==> config.mk <==
export PLATFORM = sky130hd
export DESIGN_NAME = dmem_responder
export DESIGN_NICKNAME = d
export VERILOG_FILES = /design/src/rtl/dmem_responder.sv
export SDC_FILE = /design/constraint.sdc
export NUM_CORES = 2
export LEC_CHECK = 0
export CORE_MARGIN = 2
export CORE_UTILIZATION = 56
export CTS_BUF_LIST = sky130_fd_sc_hd__clkbuf_16
export DETAILED_ROUTE_END_ITERATION = 12
export GPL_ROUTABILITY_DRIVEN = 1
export MAX_ROUTING_LAYER = met4
export PLACE_DENSITY = 0.78
export SYNTH_ARGS = -nofsm -noshare
export SYNTH_HDL_FRONTEND = slang
export SYNTH_SLANG_ARGS = --single-unit
==> constraint.sdc <==
create_clock -name clk -period 3.7 [get_ports clk]
set_input_delay 0.555 -clock clk [delete_from_list [all_inputs] [get_ports clk]]
set_output_delay 0.555 -clock clk [all_outputs]
set_load 0.01 [all_outputs]
==> src/rtl/dmem_responder.sv <==
// dmem_responder
// ---------------------------------------------------------------------------
// Multi-cycle data-memory responder for the pipelined ARM core. Sits at the
// memory end of the core's data-memory interface. Accepts one 32-bit word
// read or write per request, completes it LATENCY cycles after acceptance,
// and raises busy so the memory stage holds while the access is outstanding.
//
// Parameters:
//   DEPTH    number of 32-bit words (power of two, 4..4096)
//   LATENCY  cycles from acceptance to ack (1..15)
//
// Ports:
//   clk    rising-edge clock
//   reset  asynchronous, active-high; clears all control state
//   req    request valid, sampled only while idle
//   we     1 = write, 0 = read (qualified by req)
//   a      byte address; word index = a[AW+1:2]
//   wd     write data (qualified by req and we)
//   rd     read-data register; valid from the ack cycle of a read
//   ack    one-cycle completion pulse
//   busy   combinational stall to the pipeline
//   err    access error, coincident with ack
//
// Build option:
//   DMEM_RSP_ERR_EN  when defined, misaligned or out-of-range addresses are
//                    flagged on err; such writes are dropped and such reads
//                    return 0. When undefined, err is 0, a[1:0] is ignored
//                    and the word index wraps modulo DEPTH.
// ---------------------------------------------------------------------------
module dmem_responder #(
  parameter int DEPTH   = 64,
  parameter int LATENCY = 2
) (
  input  logic        clk,
  input  logic        reset,
  input  logic        req,
  input  logic        we,
  input  logic [31:0] a,
  input  logic [31:0] wd,
  output logic [31:0] rd,
  output logic        ack,
  output logic        busy,
  output logic        err
);

  localparam int AW = $clog2(DEPTH);

  // Initial WAIT count: WAIT lasts LATENCY-1 cycles, the access happens on
  // the edge that leaves WAIT with cnt=0.
  localparam logic [3:0] CNT_INIT = (LATENCY > 1) ? 4'(LATENCY - 2) : 4'd0;

  typedef enum logic [1:0] {
    IDLE,
    WAIT,
    RESP
  } state_t;

  state_t          state;
  logic [3:0]      cnt;

  // Request copies captured at acceptance; inputs may change afterwards.
  logic            we_q;
  logic [AW-1:0]   idx_q;
  logic [31:0]     wd_q;
  logic            bad_q;

  logic [31:0]     mem [DEPTH];

  // Decode of the live address.
  logic [AW-1:0]   in_idx;
  logic            in_bad;

  assign in_idx = a[AW+1:2];

`ifdef DMEM_RSP_ERR_EN
  assign in_bad = (a[1:0] != 2'b00) || (a[31:AW+2] != '0);
`else
  assign in_bad = 1'b0;
  // Byte-offset and upper address bits are deliberately ignored here.
  logic unused_addr;
  assign unused_addr = ^{a[31:AW+2], a[1:0]};
`endif

  // Operands of the access performed at the coming edge. With LATENCY=1 the
  // access happens on the acceptance edge itself, so it uses the live inputs;
  // otherwise it uses the copies latched at acceptance.
  logic            acc_en;
  logic            acc_we;
  logic            acc_bad;
  logic [AW-1:0]   acc_idx;
  logic [31:0]     acc_wd;

  // NOTE: every signal assigned in always_comb gets a default first, so no
  // path leaves it unassigned and no latch is inferred.
  always_comb begin
    acc_en  = 1'b0;
    acc_we  = 1'b0;
    acc_bad = 1'b0;
    acc_idx = '0;
    acc_wd  = '0;
    if (LATENCY == 1) begin
      acc_en  = (state == IDLE) && req;
      acc_we  = we;
      acc_bad = in_bad;
      acc_idx = in_idx;
      acc_wd  = wd;
    end else begin
      acc_en  = (state == WAIT) && (cnt == 4'd0);
      acc_we  = we_q;
      acc_bad = bad_q;
      acc_idx = idx_q;
      acc_wd  = wd_q;
    end
  end

  // Stall while a request is being presented in IDLE or is in flight.
  // Low in RESP so the pipeline advances on the ack cycle.
  assign busy = ((state == IDLE) && req) || (state == WAIT);

  // NOTE: the storage array carries no reset; its contents are undefined
  // until written, which keeps it mappable onto RAM. The write is gated by
  // reset so an access edge that coincides with reset is dropped.
  always_ff @(posedge clk) begin
    if (acc_en && acc_we && !acc_bad && !reset) begin
      mem[acc_idx] <= acc_wd;
    end
  end

  // NOTE: state registers use non-blocking assignments so every flop samples
  // pre-edge values regardless of statement order.
  always_ff @(posedge clk or posedge reset) begin
    if (reset) begin
      state <= IDLE;
      cnt   <= 4'd0;
      we_q  <= 1'b0;
      idx_q <= '0;
      wd_q  <= '0;
      bad_q <= 1'b0;
      rd    <= '0;
      ack   <= 1'b0;
      err   <= 1'b0;
    end else begin
      ack <= 1'b0;
      err <= 1'b0;

      // The access edge is also the edge that enters RESP, so ack and err
      // are registered here and last exactly the RESP cycle.
      if (acc_en) begin
        ack <= 1'b1;
        err <= acc_bad;
        if (!acc_we) begin
          rd <= acc_bad ? 32'd0 : mem[acc_idx];
        end
      end

      case (state)
        IDLE: begin
          if (req) begin
            we_q  <= we;
            idx_q <= in_idx;
            wd_q  <= wd;
            bad_q <= in_bad;
            if (LATENCY == 1) begin
              state <= RESP;
            end else begin
              state <= WAIT;
              cnt   <= CNT_INIT;
            end
          end
        end
        WAIT: begin
          if (cnt == 4'd0) begin
            state <= RESP;
          end else begin
            cnt <= cnt - 4'd1;
          end
        end
        RESP: begin
          // req is ignored here; a held request is taken in the next IDLE.
          state <= IDLE;
        end
        default: begin
          state <= IDLE;
        end
      endcase
    end
  end

endmodule

==> flow_summary_export.csv <==
group,metric,value,unit
detailed_routing,antenna_left,0,
global_routing,first_global_vias,45400,
sta,period_share,95.6,%
sta,finalSetupViolCount,0,
cts,cts_buffers,199,
logic_synthesis,ys_warn_count,0,
cts,cts_tree,"done",
place,hpwl,142,mm
cts,path_clk_slew,60,ps
layout,fillCellCount,8998,
logic_synthesis,yosys_most_used_dff,"edfxtp_1",
logic_synthesis,async_flop_share,3.67,%
worst_setup_path,reg2reg_slack,160,ps
run,maxCapViolations,0,
die,dieHeight,385,µm
power,power.total,76.4,mW
logic_synthesis,synth_area_leaders,"edfxtp_1 76%, mux4_2 5.3%, mux2i_1 4.1%",
layout,areaGrowthSynthToFinish,14.8,%
die,die_w,385,µm
sta,fin_skew,30.3,ps
global_routing,track_usage,33.5,%
power,ir_drop,0.898,mV
worst_setup_path,crit_path_start_kind,"flop",
worst_setup_path,r2r_cells,8,
min_path,hp-start,"wd[11]",
sta,rsz0062_at_grt,"no",
logic_synthesis,syn_area,81300,µm²
detailed_routing,wl_per_cell,36.0,µm
global_routing,antenna_found_initial,9,
sta,period_minus_slack,3540,ps
cts,cts_max_level,4,
power,leakagePower,30.1,nW
sta,worst_pin_slew,1360,ps
worst_setup_path,regToRegStartpoint,"acc_idx[1]",
power,power_density,818,nW/µm²
layout,layout-drive-gt1-share,21.8,%
worst_setup_path,cp-end-kind,"flop",
die,core.rowCount,139,
place,routabilityCongestion,0.911,
logic_synthesis,synth_seq_area_share,78.0,%
layout,fin_nets,4627,
logic_synthesis,synth_top_area_share,75.6,%
sta,relSlewSlack,8.74,%
detailed_routing,wl,240,mm
worst_setup_path,critical_path_class,"flop to flop",
sta,max_freq,283,MHz
worst_setup_path,critPathMaxFanout,37,
die,core_area,144000,µm²
min_path,holdPathEnd,"acc_wd[11]",
layout,fin_cells,6645,
status,status,"finished clean",
worst_setup_path,rr_endpoint,"rd[9]",
layout,postLayoutCellArea,93400,µm²
min_path,hp-class,"input port to flop",
logic_synthesis,synth_edf_count,2048,
sta,hold_viol,0,
die,dieArea,148000,µm²
cts,clk-insertion-delay-late,840,ps
sta,drv_slew,0,
place,dp_slack,297,ps
layout,seqCellArea,63500,µm²
detailed_routing,num_vias,47000,
detailed_routing,dr.max_layer_used,"met4",
logic_synthesis,synth_fp_nets,4293,
global_routing,grt_max_degree,66,
place,dpl_cell_area,86900,µm²
detailed_routing,wl_met2,108,mm
logic_synthesis,postSynthCellCount,4224,
global_routing,grt-ovfl-total,0,
cts,cts_hold_buf,0,
logic_synthesis,synthDistinctLibCells,77,
worst_setup_path,critPathRequiredTime,4460,ps
cts,cts_buffer_depth,3,
detailed_routing,drt-vias-per-instance,7.07,
logic_synthesis,yosys.area.top_type,"edfxtp_1",
detailed_routing,first_iter_violations,8083,
place,dpl.cell_count,6260,
cts,cts_root_buffer,"clkbuf_16",
cts,cts.sinks,2126,
global_routing,grt_pass1_wl,337,mm
worst_setup_path,critPathArrivalTime,4290,ps
detailed_routing,firstDrtPassIters,6,
min_path,whs_path_depth,2,
place,numPortBuffers,75,
cts,post_cts_resized,0,
cts,post_cts_buffers,0,
sta,fin_ws,164,ps
detailed_routing,met3_length,35.2,mm
detailed_routing,wl_met1,80.0,mm
die,num_io_pins,103,
sta,setup_tns,0,ps
logic_synthesis,avgSynthCellArea,19.3,µm²
detailed_routing,drc,0,
logic_synthesis,synth-seq-cells,2126,
die,start_util,56.6,%
layout,multi_input_area,16800,µm²
-- critical path: stages, from the launching register on --
cell,delay (ps)
dfrtp_4,640
buf_12,260
nor2b_2,1070
buf_4,430
a221oi_1,140
nor2_1,100
o21ai_0,250
and4_1,330
a41oi_1,160
-- worst max-delay path by stage --
stage / from / end / slack, ps / cells past startpoint
6_report: acc_idx[1] / rd[9] / 160 / 8
5_1_grt: acc_idx[1] / rd[3] / 210 / 11
4_1_cts: acc_idx[1] / rd[9] / 300 / 8
3_5_place_dp: acc_idx[1] / rd[9] / 300 / 8
3_3_place_gp: acc_idx[1] / rd[9] / 370 / 8
2_1_floorplan: reset / mem[0][0] / -40 / 4
-- power by group --
part,switching [mW],internal (mW),total [mW]
clock,8.80,11.6,20.4
sequential,3.50,30.5,34.0
combinational,14.1,7.90,22.0
total,26.4,50.0,76.4
-- placed cells by master, fill, tap and decap left out, drive strengths merged, types with 4 or more instances in the layout --
cell | synthesis | routed
bufinv | 0 | 23
diode | 0 | 8
edfxtp | 2048 | 2048
o221ai | 7 | 7
nand4 | 12 | 12
a22oi | 124 | 124
nor2 | 201 | 201
o21ai | 122 | 122
nor2b | 7 | 7
a211oi | 6 | 6
o22a | 20 | 20
o211ai | 17 | 17
nor3 | 9 | 9
clkbuf | 71 | 205
o32a | 17 | 17
a21oi | 75 | 75
a31oi | 24 | 24
buf | 213 | 342
a221oi | 228 | 228
a22o | 19 | 19
o22ai | 77 | 77
a41oi | 5 | 5
a221o | 12 | 12
mux4 | 192 | 192
nand2 | 82 | 82
clkinv | 0 | 95
and4 | 4 | 4
o2111ai | 12 | 12
nand3 | 54 | 54
mux2 | 90 | 90
and2 | 4 | 4
clkinvlp | 0 | 5
and3 | 7 | 7
mux2i | 333 | 333
nand2b | 4 | 4
clkdlybuf4s50 | 0 | 75
inv | 7 | 56
dfrtp | 78 | 78
-- Yosys cell counts (3+ instances only) --
cell type     n
nor4_1        3
nand2b_1      4
a31oi_1      24
nand3_1      54
buf_2       130
nor3_1        8
a21oi_1      75
and4_1        4
and3_1        7
nand3b_1      3
o211ai_1     17
o21ai_0     117
inv_1         6
nor2b_1       7
clkbuf_1     71
a22oi_1     123
o32a_1       17
o221ai_1      7
nand2_1      80
edfxtp_1   2048
a221oi_1    225
a221o_1      12
buf_1        14
buf_6        25
mux2_1        3
o22a_1       20
a211oi_1      6
and2_1        4
a41oi_1       5
o22ai_1      77
buf_4        41
nor2_1      199
o2bb2ai_1     3
mux4_2      192
dfrtp_1      78
o21ai_1       5
a22o_1       19
mux2_2       87
o2111ai_1    12
nand4_1      12
a221oi_2      3
mux2i_1     333
-- area by class of cell --
| cell class | count | share of cell area, % |
|---|---|---|
| timing repair buffer | 417 | 4.41 |
| clock buffer | 205 | 5.49 |
| antenna | 8 | 0.0214 |
| inverter | 7 | 0.0402 |
| multi-input combinational | 1807 | 18.0 |
| clock inverter | 172 | 1.48 |
| sequential | 2126 | 68.0 |
| tap | 1903 | 2.55 |
-- state kept, by name, summed over array words and instances, names as in the netlist --
name,flops
ack,1
acc_we,1
state,2
rd,32
acc_idx,6
mem,2048
cnt,4
acc_wd,32
-- cells by family (layout without fill, tap and decap cells) --
| logic type | count (synthesis) | in the layout | synth area share (%) |
|---|---|---|---|
| adder cells (fa/ha/maj) | 1 | 1 | 0.0154 |
| flip-flops | 2126 | 2126 | 78.0 |
| multiplexers | 615 | 615 | 10.7 |
| XOR/XNOR | 2 | 2 | 0.0215 |
| other | 1 | 9 | 0.00461 |
| buffers and inverters | 291 | 801 | 2.01 |
| AO/OA/AOI/OAI | 783 | 783 | 7.07 |
| AND/OR/NAND/NOR | 405 | 405 | 2.22 |
-- per-layer routing --
| layer | global-route usage [%] | vias up |
|---|---|---|
| li1 | - | 18200 |
| met1 | 43.0 | 23700 |
| met2 | 48.7 | 4254 |
| met3 | 9.21 | 827 |
| met4 | 18.5 | 0 |
| met5 | - | - |
-- per-stage QoR --
| stage | util, % | hold WS (ps) |
|---|---|---|
| after floorplan | - | 504 |
| after global placement | 60.4 | 519 |
| after detailed placement | 60.4 | 516 |
| after CTS | 64.9 | 304 |
| after global routing | 64.9 | 329 |
| final | 64.9 | 341 |
(Power assumes the default switching activity.)
